File: src/rtl/data_buffer_pkg.sv
// Shared definitions for the data buffer op interface.
// The buffer controller and the storage FIFO both import this package.
package data_buffer_pkg;

  typedef enum logic [1:0] {
    NOP   = 2'd0,
    WRITE = 2'd1,
    READ  = 2'd2
  } op_type_e;

  localparam int DEPTH_DEFAULT = 64;

endpackage

File: src/rtl/buffer_ptr_counter.sv
// Modulo-2^ADDR_W pointer with count enable and synchronous clear.
// The pointer wraps from all-ones back to zero with no gap.
module buffer_ptr_counter #(
  parameter int ADDR_W = 6
) (
  input  logic              clk,
  input  logic              n_rst,
  input  logic              count_enable,
  input  logic              clear,
  output logic [ADDR_W-1:0] count
);

  logic [ADDR_W-1:0] count_q;
  logic [ADDR_W-1:0] count_d;

  // Clear has priority; the natural binary rollover provides the wrap.
  always_comb begin
    count_d = count_q;
    if (clear) begin
      count_d = '0;
    end else if (count_enable) begin
      count_d = count_q + ADDR_W'(1);
    end
  end

  always_ff @(posedge clk or negedge n_rst) begin
    if (!n_rst) begin
      count_q <= '0;
    end else begin
      count_q <= count_d;
    end
  end

  assign count = count_q;

endmodule

File: src/rtl/data_buffer_fifo.sv
// Byte circular buffer with first-word-fall-through read data, occupancy
// tracking, full/empty status and one-cycle overflow/underflow pulses.
module data_buffer_fifo
  import data_buffer_pkg::*;
#(
  parameter  int DEPTH  = DEPTH_DEFAULT,
  localparam int ADDR_W = $clog2(DEPTH),
  localparam int OCC_W  = $clog2(DEPTH + 1)
) (
  input  logic             clk,
  input  logic             n_rst,
  input  logic [1:0]       op,
  input  logic [7:0]       write_data,
  input  logic             write_count_enable,
  input  logic             read_count_enable,
  input  logic             empty_buffer,
  output logic [7:0]       read_data,
  output logic [OCC_W-1:0] buffer_occupancy,
  output logic             buffer_full,
  output logic             buffer_empty,
  output logic             overflow_err,
  output logic             underflow_err
);

  logic [7:0]        mem [DEPTH];
  logic [ADDR_W-1:0] wptr;
  logic [ADDR_W-1:0] rptr;

  logic [OCC_W-1:0]  occ_q;
  logic [OCC_W-1:0]  occ_d;
  logic              overflow_q;
  logic              overflow_d;
  logic              underflow_q;
  logic              underflow_d;

  logic              wr_req;
  logic              rd_req;
  logic              wr_accept;
  logic              rd_accept;

  assign buffer_full  = (occ_q == OCC_W'(DEPTH));
  assign buffer_empty = (occ_q == '0);

  assign wr_req    = (op == WRITE) && write_count_enable;
  assign rd_req    = (op == READ) && read_count_enable;
  assign wr_accept = wr_req && !buffer_full && !empty_buffer;
  assign rd_accept = rd_req && !buffer_empty && !empty_buffer;

  // A flush wins over any request in the same cycle and masks its error pulse.
  always_comb begin
    occ_d       = occ_q;
    overflow_d  = 1'b0;
    underflow_d = 1'b0;
    if (empty_buffer) begin
      occ_d = '0;
    end else begin
      if (wr_accept) begin
        occ_d = occ_q + OCC_W'(1);
      end else if (rd_accept) begin
        occ_d = occ_q - OCC_W'(1);
      end
      overflow_d  = wr_req && buffer_full;
      underflow_d = rd_req && buffer_empty;
    end
  end

  always_ff @(posedge clk or negedge n_rst) begin
    if (!n_rst) begin
      occ_q       <= '0;
      overflow_q  <= 1'b0;
      underflow_q <= 1'b0;
    end else begin
      occ_q       <= occ_d;
      overflow_q  <= overflow_d;
      underflow_q <= underflow_d;
    end
  end

  always_ff @(posedge clk) begin
    if (wr_accept) begin
      mem[wptr] <= write_data;
    end
  end

  buffer_ptr_counter #(.ADDR_W(ADDR_W)) u_wptr (
    .clk          (clk),
    .n_rst        (n_rst),
    .count_enable (wr_accept),
    .clear        (empty_buffer),
    .count        (wptr)
  );

  buffer_ptr_counter #(.ADDR_W(ADDR_W)) u_rptr (
    .clk          (clk),
    .n_rst        (n_rst),
    .count_enable (rd_accept),
    .clear        (empty_buffer),
    .count        (rptr)
  );

  assign read_data        = buffer_empty ? 8'h00 : mem[rptr];
  assign buffer_occupancy = occ_q;
  assign overflow_err     = overflow_q;
  assign underflow_err    = underflow_q;

endmodule

File: config.mk
export PLATFORM = sky130hd
export DESIGN_NAME = data_buffer_fifo
export DESIGN_NICKNAME = d
export VERILOG_FILES = /design/src/rtl/data_buffer_pkg.sv /design/src/rtl/buffer_ptr_counter.sv /design/src/rtl/data_buffer_fifo.sv
export SDC_FILE = /design/constraint.sdc
export NUM_CORES = 1
export LEC_CHECK = 0
export BUFFER_PORTS_ARGS = -buffer_cell sky130_fd_sc_hd__buf_2
export CORE_UTILIZATION = 50
export DETAILED_ROUTE_END_ITERATION = 6
export GPL_TIMING_DRIVEN = 0
export PLACE_DENSITY = 0.67
export SETUP_SLACK_MARGIN = 0.4
export SYNTH_ARGS = -nofsm -noshare
export SYNTH_HDL_FRONTEND = slang
export SYNTH_SLANG_ARGS = --single-unit
File: constraint.sdc
create_clock -name clk -period 3.9 [get_ports clk]
set_clock_uncertainty 0.15 [all_clocks]
set_input_delay 0.195 -clock clk [delete_from_list [all_inputs] [get_ports clk]]
set_output_delay 0.195 -clock clk [all_outputs]
set_load 0.01 [all_outputs]
==> results.py, run 1 <==
metrics = {
    "outcome": {
        "outcome": "completed",
    },
    "sta": {
        "finalSetupViolCount": 0,
        "final_max_slew_viol_count": 0,
        "tns_ps": 0,
        "hold_viol": 0,
        "slew-limit-headroom": 0.09771,
        "min_period_ps": 3473,
        "tightest_slew_ps": 1353,
        "timing.fmax_ghz": 0.2880,
        "rsz0062_at_grt": "yes",
        "fin_hold_ws_ps": 45.83,
        "period_share": 0.8904,
    },
    "power_and_ir_drop": {
        "seqPwrFrac": 0.517,
        "clockPowerShare": 0.396,
        "p_int_w": 0.009534,
        "p_per_area_nw_per_um2": 511.5,
        "p_switching_w": 0.002706,
        "power_leakage_nw": 7.400,
        "p_comb_frac": 0.087,
        "ir_drop_mv": 0.3062,
        "p_sw_frac": 0.2211,
        "finalPower_w": 0.01224,
    },
    "setup_path": {
        "cp-end-kind": "register",
        "reg2reg_to": "mem[13][6]",
        "required_ps": 3960,
        "cp-start-kind": "register",
        "rrSetupSlack_ps": 430,
        "r2r_start": "buffer_occupancy[1]",
        "cp_max_fo": 11,
        "ff2ff_path_depth": 7,
        "crit_type": "register to register",
        "cp.arrival_ps": 3530,
    },
    "yosys": {
        "synth_adder_area_share": 0.005718,
        "synth_top_family_by_area": "multiplexers",
        "synth_area_um2": 21010,
        "async_flop_share": 0.03940,
        "synth_edf_count": 512,
        "synth_xor_xnor_area_share": 0.004587,
        "synth-compound-area-share": 0.04593,
        "yosys.area_share.simple": 0.03544,
        "netlist_instances": 1084,
        "yosys_warnings": 0,
        "ys_types": 45,
        "avgSynthCellArea_um2": 19.38,
        "ys_ff_latch": 533,
        "synth_fp_nets": 1108,
        "yosysSeqAreaShare": 0.7570,
        "synthFlopType": "edfxtp_1",
        "muxShareOfSynthArea": 0.1349,
    },
    "floorplan": {
        "die_w_um": 207.0,
        "num_io_pins": 34,
        "initial_core_util": 0.5110,
        "rows": 74,
        "dieArea_um2": 42830,
        "coreArea_um2": 41110,
        "die_h_um": 207.0,
    },
    "clocking": {
        "cts_tree": "built",
        "numCtsBuffers": 53,
        "clkTransAtPathRegs_ps": 60,
        "clk_latency_ps": 580,
        "htree_num_levels": 2,
        "cts-root-buf": "clkbuf_16",
        "cts.sinks": 533,
        "ctsLongestPathBuffers": 3,
    },
    "drt": {
        "routed_wl_um": 49610,
        "vias": 10876,
        "dr.pass1.iters": 7,
        "drt_iter0_markers": 1219,
        "wl_per_cell_um": 28.36,
        "vias_per_cell": 6.218,
        "drc": 0,
        "ant_nets": 0,
    },
    "grt": {
        "grt_pass1_vias": 10817,
        "grt_overflow": 0,
        "grt_max_degree": 65,
        "track_usage": 0.2397,
        "grt_pass1_wl_um": 71870,
        "antenna_found_initial": 0,
    },
    "placed_design": {
        "port_buffers": 33,
        "post_dp_cell_area_um2": 21840,
        "place.gp.congestion": 0.8517,
        "hpwl_um": 31100,
    },
    "final_layout": {
        "final_cell_mix": "edfxtp_1 (512), mux4_2 (96), nor2_1 (71)",
        "final_common_cell": "edfxtp_1",
        "final_layout_size_suffix_gt1_frac": 0.2523,
        "syn_to_final_growth_pct": 13.91,
        "n_antenna_cell": 0,
        "fin_area_um2": 23930,
        "nets": 1206,
    },
    "run": {
        "drv_cap": 0,
    },
    "min_path": {
        "holdPathStages": 5,
        "holdCritStartpoint": "op[0]",
        "hold_class": "primary input to register",
        "worstHoldEndpoint": "u_wptr.count[0]",
    },
}
-- how the worst max path moves through the flow --
stage | slack (ps) | cells after the start | startpoint | endpoint
2_1_floorplan | 930 | 12 | buffer_occupancy[2] | buffer_occupancy[6]
3_3_place_gp | 220 | 8 | op[1] | mem[6][1]
3_5_place_dp | 220 | 8 | op[1] | mem[6][5]
4_1_cts | 270 | 8 | u_rptr.count[1] | read_data[2]
5_1_grt | 300 | 6 | buffer_occupancy[1] | mem[55][6]
6_report | 430 | 7 | buffer_occupancy[1] | mem[13][6]
-- metal layers --
layer	vias to the layer above	global-route usage	share of wire
met5	-	0	0
met4	0	0.06283	0.019
met3	64	0.06279	0.091
met2	473	0.3732	0.48
met1	5724	0.3385	0.41
li1	4615	-	-
-- state kept, by name, indices dropped and copies added, names as in the netlist --
signal            flops
buffer_occupancy      7
mem                 512
overflow_err          1
u_rptr.count          6
u_wptr.count          6
underflow_err         1
-- cells by family after synthesis --
group | count (synthesis)
xor+xnor | 11
flops | 533
simple gates | 159
fa+ha+maj | 9
buf+inv | 72
compound gates | 137
mux | 163
-- final cells by class --
cell class	instances	area [um^2]
plain buffers	66	483.0
clock buffers	65	1401
clock inverters	25	222.7
fillers	3045	17180
inverters	6	22.52
multi-input cells	479	4971
flip-flops and latches	533	15900
well taps	532	665.6
repair buffers	43	260.3
-- through the flow --
stage | instances | setup slack [ps] | utilization
floorplan | 1084 | 932.8 | -
detailed placement | 1649 | 215.3 | 0.5312
CTS | 1747 | 268.3 | 0.5770
finish | 1749 | 427.3 | 0.5820
global placement | 1649 | 217.1 | 0.5312
global route | 1749 | 304.7 | 0.5820
-- critical path, cell delays in order, from the launching register on --
cell and delay (ps):
dfrtp_1 430, nor2_1 110, and3_1 190, or2_1 210, buf_2 190, nor2_1 150
nand3_1 730, nor2_1 920
-- power by group through the flow --
stage	logic, W	registers, W	clock network (W)
final	0.00106	0.00633	0.00485
after global routing	0.00114	0.00633	0.00511
after CTS	0.00104	0.00633	0.00490
after detailed placement	0.00101	0.00645	0
after global placement	0.000993	0.00645	0
after floorplan	0.000627	0.00645	0
-- what timing repair did --
action / 4_1_cts / 5_1_grt
gates cloned: 0 / 0
resized for setup: 60 / 65
pin swaps: 2 / 4
setup endpoints to repair: 88 / 233
endpoints found under the hold margin: 25 / 0
hold buffers: 8 / 0
setup buffers: 0 / 2
-- synth_stat cells (4+ instances only) --
master	n	area, um^2
nor2_1	93	349.1
dfrtp_1	21	525.5
mux2i_1	67	670.6
xor2_1	7	61.31
nand4_1	5	31.28
o221ai_1	16	140.1
buf_2	10	50.05
nor2b_1	5	31.28
nand3_1	7	35.03
mux4_2	96	2162
a22o_1	16	140.1
a211oi_1	24	180.2
ha_1	8	100.1
a21oi_1	31	155.2
o22ai_1	16	100.1
a22oi_1	24	180.2
buf_1	6	22.52
inv_1	6	22.52
clkbuf_1	36	135.1
nand3b_1	10	75.07
nand2_1	18	67.56
edfxtp_1	512	15370
nor3_1	4	20.02
buf_4	11	82.58
xnor2_1	4	35.03
(Power assumes the default switching activity.)
==> run 2: changes to the inputs <==
--- a/config.mk
+++ b/config.mk
@@ -6,10 +6,10 @@
 export NUM_CORES = 1
 export LEC_CHECK = 0
 export BUFFER_PORTS_ARGS = -buffer_cell sky130_fd_sc_hd__buf_2
-export CORE_UTILIZATION = 50
+export CORE_UTILIZATION = 35
 export DETAILED_ROUTE_END_ITERATION = 6
 export GPL_TIMING_DRIVEN = 0
-export PLACE_DENSITY = 0.67
+export PLACE_DENSITY = 0.5
 export SETUP_SLACK_MARGIN = 0.4
 export SYNTH_ARGS = -nofsm -noshare
 export SYNTH_HDL_FRONTEND = slang
==> run 2 against run 1 <==
Compared with the run above: the flow now finishes with violations (DRC); clock power up 6.8%; first-iteration DRC count fell by 28%; core utilization down 16 points; count of clock-buffer cells in the layout rose by 7; sequential power about the same; flip-flop and latch count unchanged; register-to-register slack worse by 80 ps; critical endpoint is now mem[52][2]; largest cell class unchanged; highest routed layer unchanged.
==> results.py, run 2 (synthesized netlist as in run 1, its figures left out) <==
metrics = {
    "clocking": {
        "cts.sinks": 533,
        "numCtsBuffers": 57,
        "clkTransAtPathRegs_ps": 60,
        "clk_latency_ps": 600,
        "htree_num_levels": 2,
        "cts_tree": "built",
        "cts-root-buf": "clkbuf_16",
        "ctsLongestPathBuffers": 3,
    },
    "setup_path": {
        "required_ps": 3980,
        "cp_slowest_cell": "nor2_1",
        "reg2reg_to": "mem[52][2]",
        "rrSetupSlack_ps": 350,
        "slowest_delay_ps": 930,
        "crit_type": "register to register",
        "r2r_start": "buffer_occupancy[1]",
        "path_delay_family": "simple AND/OR/NAND/NOR gates",
        "ff2ff_path_depth": 7,
        "cp-start-kind": "register",
        "cp.arrival_ps": 3630,
        "path_buf_inv": 1,
        "path_cells": "nor2_1 > and3_1 > or2_1 > buf_2 > nor2_1 > nand3b_1 > nor2_1",
        "cp-end-kind": "register",
        "cp_max_fo": 11,
        "cpMostUsedCell": "nor2_1",
    },
    "sta": {
        "slew-limit-headroom": 0.1190,
        "fin_hold_ws_ps": 10.61,
        "finalSetupViolCount": 0,
        "tns_ps": 0,
        "period_share": 0.9102,
        "min_period_ps": 3550,
        "rsz0062_at_grt": "yes",
        "hold_viol": 0,
        "tightest_slew_ps": 1322,
        "timing.fmax_ghz": 0.2817,
        "final_max_slew_viol_count": 0,
    },
    "final_layout": {
        "top_register": "mem",
        "nets": 1220,
        "fillCellCount": 5206,
        "final_cell_mix": "edfxtp_1 (512), mux4_2 (96), mux2i_1 (60)",
        "syn_to_final_growth_pct": 17.47,
        "final_common_cell": "edfxtp_1",
        "fin_area_um2": 24670,
        "n_antenna_cell": 0,
        "largest_reg_flops": 512,
        "final_layout_size_suffix_gt1_frac": 0.2817,
        "final_util": 0.4173,
    },
    "floorplan": {
        "rows": 89,
        "initial_core_util": 0.3552,
        "num_io_pins": 34,
        "die_h_um": 247.0,
        "coreArea_um2": 59130,
        "die_w_um": 247.0,
        "dieArea_um2": 61000,
    },
    "drt": {
        "dr.pass1.iters": 7,
        "wl_met2_um": 25570,
        "drc": 2,
        "routed_wl_um": 54610,
        "vias": 10818,
        "vias_per_cell": 5.377,
        "wl_per_cell_um": 27.14,
        "ant_nets": 0,
        "top_layer": "met4",
        "drt_iter0_markers": 874,
        "route.met3.wl_um": 2958,
        "met1_length_um": 24820,
    },
    "power_and_ir_drop": {
        "p_comb_frac": 0.089,
        "clockPowerShare": 0.410,
        "p_per_area_nw_per_um2": 512.2,
        "ir_drop_mv": 0.3104,
        "finalPower_w": 0.01264,
        "p_int_w": 0.009778,
        "p_sw_frac": 0.2263,
        "seqPwrFrac": 0.501,
        "power_leakage_nw": 7.571,
        "p_switching_w": 0.002860,
    },
    "grt": {
        "antenna_found_initial": 0,
        "grt_pass1_vias": 11079,
        "track_usage": 0.1827,
        "grt_overflow": 0,
        "grt_max_degree": 65,
        "grt_pass1_wl_um": 78380,
    },
    "placed_design": {
        "place.gp.congestion": 0.7902,
        "port_buffers": 33,
        "post_dp_cell_area_um2": 22140,
        "hpwl_um": 34340,
    },
    "outcome": {
        "outcome": "finished with violations",
        "violations": "DRC",
    },
    "min_path": {
        "holdCritStartpoint": "op[0]",
        "holdPathStages": 5,
        "worstHoldEndpoint": "u_wptr.count[0]",
        "hold_class": "primary input to register",
    },
    "run": {
        "drv_cap": 0,
    },
}
-- run 2: worst register-to-register path, delay by kind of cell (launching register included) --
kind                   cells  cell delay, ps
buffers and inverters      1             200
and+or+nand+nor            6            2380
DFF                        1             450
-- run 2: final cells by class --
class	instances	area (um^2)	area share
Clock buffer	72	1525	0.06181
Inverter	6	22.52	0.0009127
Sequential cell	533	15900	0.6444
Timing Repair Buffer	54	387.9	0.01572
Multi-Input combinational cell	479	5085	0.2061
Clock inverter	30	236.5	0.009584
Tap cell	773	967.2	0.03920
Buffer	65	550.5	0.02231
-- run 2: worst max-delay path by stage --
| stage | startpoint | end | depth (start not counted) |
|---|---|---|---|
| CTS | buffer_occupancy[1] | mem[63][7] | 6 |
| floorplan | buffer_occupancy[2] | buffer_occupancy[6] | 12 |
| finish | buffer_occupancy[1] | mem[52][2] | 7 |
| global route | buffer_occupancy[1] | mem[44][2] | 7 |
| detailed placement | op[1] | mem[6][0] | 8 |
| global placement | op[1] | mem[6][5] | 8 |
-- run 2: stage by stage --
step	std cells	setup slack [ps]
after floorplan	1084	932.8
after global placement	1890	85.45
after detailed placement	1890	40.56
after CTS	2004	313.9
after global routing	2012	195.1
final	2012	350.1
-- run 2: what timing repair did --
item | 4_1_cts | 5_1_grt
hold buffers | 8 | 1
hold endpoints to repair | 25 | 18
gates cloned | 0 | 0
pin swaps | 6 | 8
setup endpoints to repair | 187 | 291
buffers inserted | 4 | 7
gates resized for setup | 111 | 58
-- run 2: power by group through the flow --
stage	Sequential, W	Combinational [W]	Clock (W)
CTS	0.00633	0.00109	0.00526
finish	0.00633	0.00113	0.00518
global route	0.00633	0.00121	0.00546
detailed placement	0.00645	0.00104	0
floorplan	0.00645	0.000627	0
global placement	0.00645	0.00103	0
-- run 2: routing by layer --
layer / track usage / up-vias
li1: - / 4680
met1: 0.2601 / 5751
met2: 0.2878 / 311
met3: 0.03061 / 76
met4: 0.05229 / 0
met5: 0 / -
==> run 3: changes to the inputs <==
--- a/config.mk
+++ b/config.mk
@@ -9,6 +9,7 @@
 export CORE_UTILIZATION = 35
 export DETAILED_ROUTE_END_ITERATION = 6
 export GPL_TIMING_DRIVEN = 0
+export HOLD_SLACK_MARGIN = 0.12
 export PLACE_DENSITY = 0.5
 export SETUP_SLACK_MARGIN = 0.4
 export SYNTH_ARGS = -nofsm -noshare
==> run 3 against run 2 <==
Compared with the run above: cell area up 0.21%; non-clock buffer count up 6; flip-flop and latch count unchanged; register-to-register slack got worse by 80 ps; first-iteration DRC count increased by 7.4%; maximum frequency is 2.1% lower; sequential share of layout area fell by 0.14 points; critical path depth unchanged; the run still ends with DRC left; clock power is essentially flat; sequential power about the same; combinational power about the same; critical endpoint is now mem[53][6]; cell count up 0.30%.
==> results.py, run 3 (synthesized netlist as in run 1, its figures left out) <==
metrics = {
    "sta": {
        "min_period_ps": 3626,
        "tns_ps": 0,
        "final_max_slew_viol_count": 0,
        "tightest_slew_ps": 1473,
        "slew-limit-headroom": 0.01802,
        "timing.fmax_ghz": 0.2758,
        "finalSetupViolCount": 0,
        "rsz0062_at_grt": "yes",
        "period_share": 0.9297,
        "hold_viol": 0,
        "fin_ws_ps": 274.2,
    },
    "setup_path": {
        "cp.arrival_ps": 3700,
        "crit_type": "register to register",
        "path_buf_inv": 1,
        "cpMostUsedCell": "nor2_1",
        "cp_max_fo": 11,
        "cp-end-kind": "register",
        "path_cells": "nor2_1 > and3_1 > or2_1 > buf_2 > nor2_1 > nand3_1 > nor2_1",
        "required_ps": 3980,
        "slowest_delay_ps": 1000,
        "cp_slowest_cell": "nor2_1",
        "path_delay_family": "simple AND/OR/NAND/NOR gates",
        "cp-start-kind": "register",
    },
    "final_layout": {
        "nets": 1226,
        "top_register": "mem",
        "final_cell_mix": "edfxtp_1 (512), mux4_2 (96), mux2i_1 (60)",
        "largest_reg_flops": 512,
        "final_layout_size_suffix_gt1_frac": 0.2819,
        "fillCellCount": 5206,
        "n_antenna_cell": 0,
        "syn_to_final_growth_pct": 17.72,
        "final_common_cell": "edfxtp_1",
    },
    "outcome": {
        "violations": "DRC",
        "outcome": "finished with violations",
    },
    "drt": {
        "drc": 2,
        "vias_per_cell": 5.349,
        "drt_iter0_markers": 939,
        "ant_nets": 0,
        "dr.pass1.iters": 6,
        "vias": 10795,
        "routed_wl_um": 54710,
        "wl_per_cell_um": 27.11,
    },
    "placed_design": {
        "hpwl_um": 34340,
        "pre_cts_ws_ps": 40.56,
        "port_buffers": 33,
        "place.gp.congestion": 0.7902,
    },
    "grt": {
        "grt_pass1_vias": 11081,
        "track_usage": 0.1828,
        "grt_overflow": 0,
        "grt_pass1_wl_um": 78400,
        "antenna_found_initial": 0,
        "grt_max_degree": 65,
    },
    "clocking": {
        "cts.sinks": 533,
        "htree_num_levels": 2,
        "cts-root-buf": "clkbuf_16",
        "cts_tree": "built",
        "numCtsBuffers": 57,
        "clkTransAtPathRegs_ps": 60,
        "clk_latency_ps": 600,
        "ctsLongestPathBuffers": 3,
    },
    "floorplan": {
        "dieArea_um2": 61000,
        "die_h_um": 247.0,
        "num_io_pins": 34,
        "coreArea_um2": 59130,
        "initial_core_util": 0.3552,
        "rows": 89,
        "die_w_um": 247.0,
    },
    "power_and_ir_drop": {
        "finalPower_w": 0.01263,
        "power_leakage_nw": 7.597,
        "ir_drop_mv": 0.3115,
        "p_per_area_nw_per_um2": 510.9,
    },
    "run": {
        "drv_cap": 0,
    },
    "min_path": {
        "hold_class": "primary input to register",
    },
}
==> run 3: worst paths after layout <==
path                                          start             endpoint  slack (ps)  cells after the start
worst max register to register  buffer_occupancy[1]           mem[53][6]         270                      7
worst min register to register      u_rptr.count[1]      u_rptr.count[1]         480                      3
worst min-delay path                          op[1]        underflow_err         260                      4
max in group asynchronous                     n_rst      u_rptr.count[0]        2310                      3
worst max-delay path            buffer_occupancy[1]           mem[53][6]         270                      7
min in group asynchronous                     n_rst  buffer_occupancy[3]         670                      3
==> run 3: stage by stage <==
stage | util | hold slack, ps | instance area [um^2] | std cells
3_5_place_dp | 0.3744 | 48.07 | 22140 | 1890
6_report | 0.4182 | 258.6 | 24730 | 2018
5_1_grt | 0.4182 | 268.7 | 24730 | 2018
3_3_place_gp | 0.3744 | 37.62 | 22140 | 1890
2_1_floorplan | - | -250.6 | 21010 | 1084
4_1_cts | 0.4128 | 232.6 | 24410 | 2006
==> run 3: worst register-to-register path: stages (launching register included) <==
cell and delay [ps]:
dfrtp_1 440, nor2_1 130, and3_1 200, or2_1 220, buf_2 190, nor2_1 140, nand3_1 780, nor2_1 1010
==> run 3: cell type report <==
class	count	area, um^2	area share
flip-flops and latches	533	15900	0.6430
multi-input cells	479	5086	0.2057
clock buffers	72	1525	0.06168
well taps	773	967.2	0.03911
plain buffers	66	554.3	0.02242
repair buffers	59	435.4	0.01761
clock inverters	30	236.5	0.009563
inverters	6	22.52	0.0009108
==> run 3: timing repair <==
item | CTS | global route
setup buffers | 4 | 8
hold endpoints to repair | 37 | 82
hold buffers | 10 | 3
gates resized for setup | 111 | 60
endpoints found under the setup margin | 187 | 291
pin swaps | 6 | 10
==> run 3: layer usage <==
layer | track usage | routed length [um] | vias up
met2 | 0.2880 | 25550 | 322
met5 | 0 | 0 | -
met3 | 0.03061 | 3035 | 73
met1 | 0.2601 | 24860 | 5709
met4 | 0.05229 | 1264 | 0
li1 | - | - | 4691
==> run 3: power breakdown <==
part / switching, W / internal (W) / leakage, nW
combinational: 0.000644 / 0.000474 / 1.85
sequential: 0.0000313 / 0.00630 / 4.89
clock: 0.00219 / 0.00300 / 0.862
total: 0.00286 / 0.00977 / 7.60
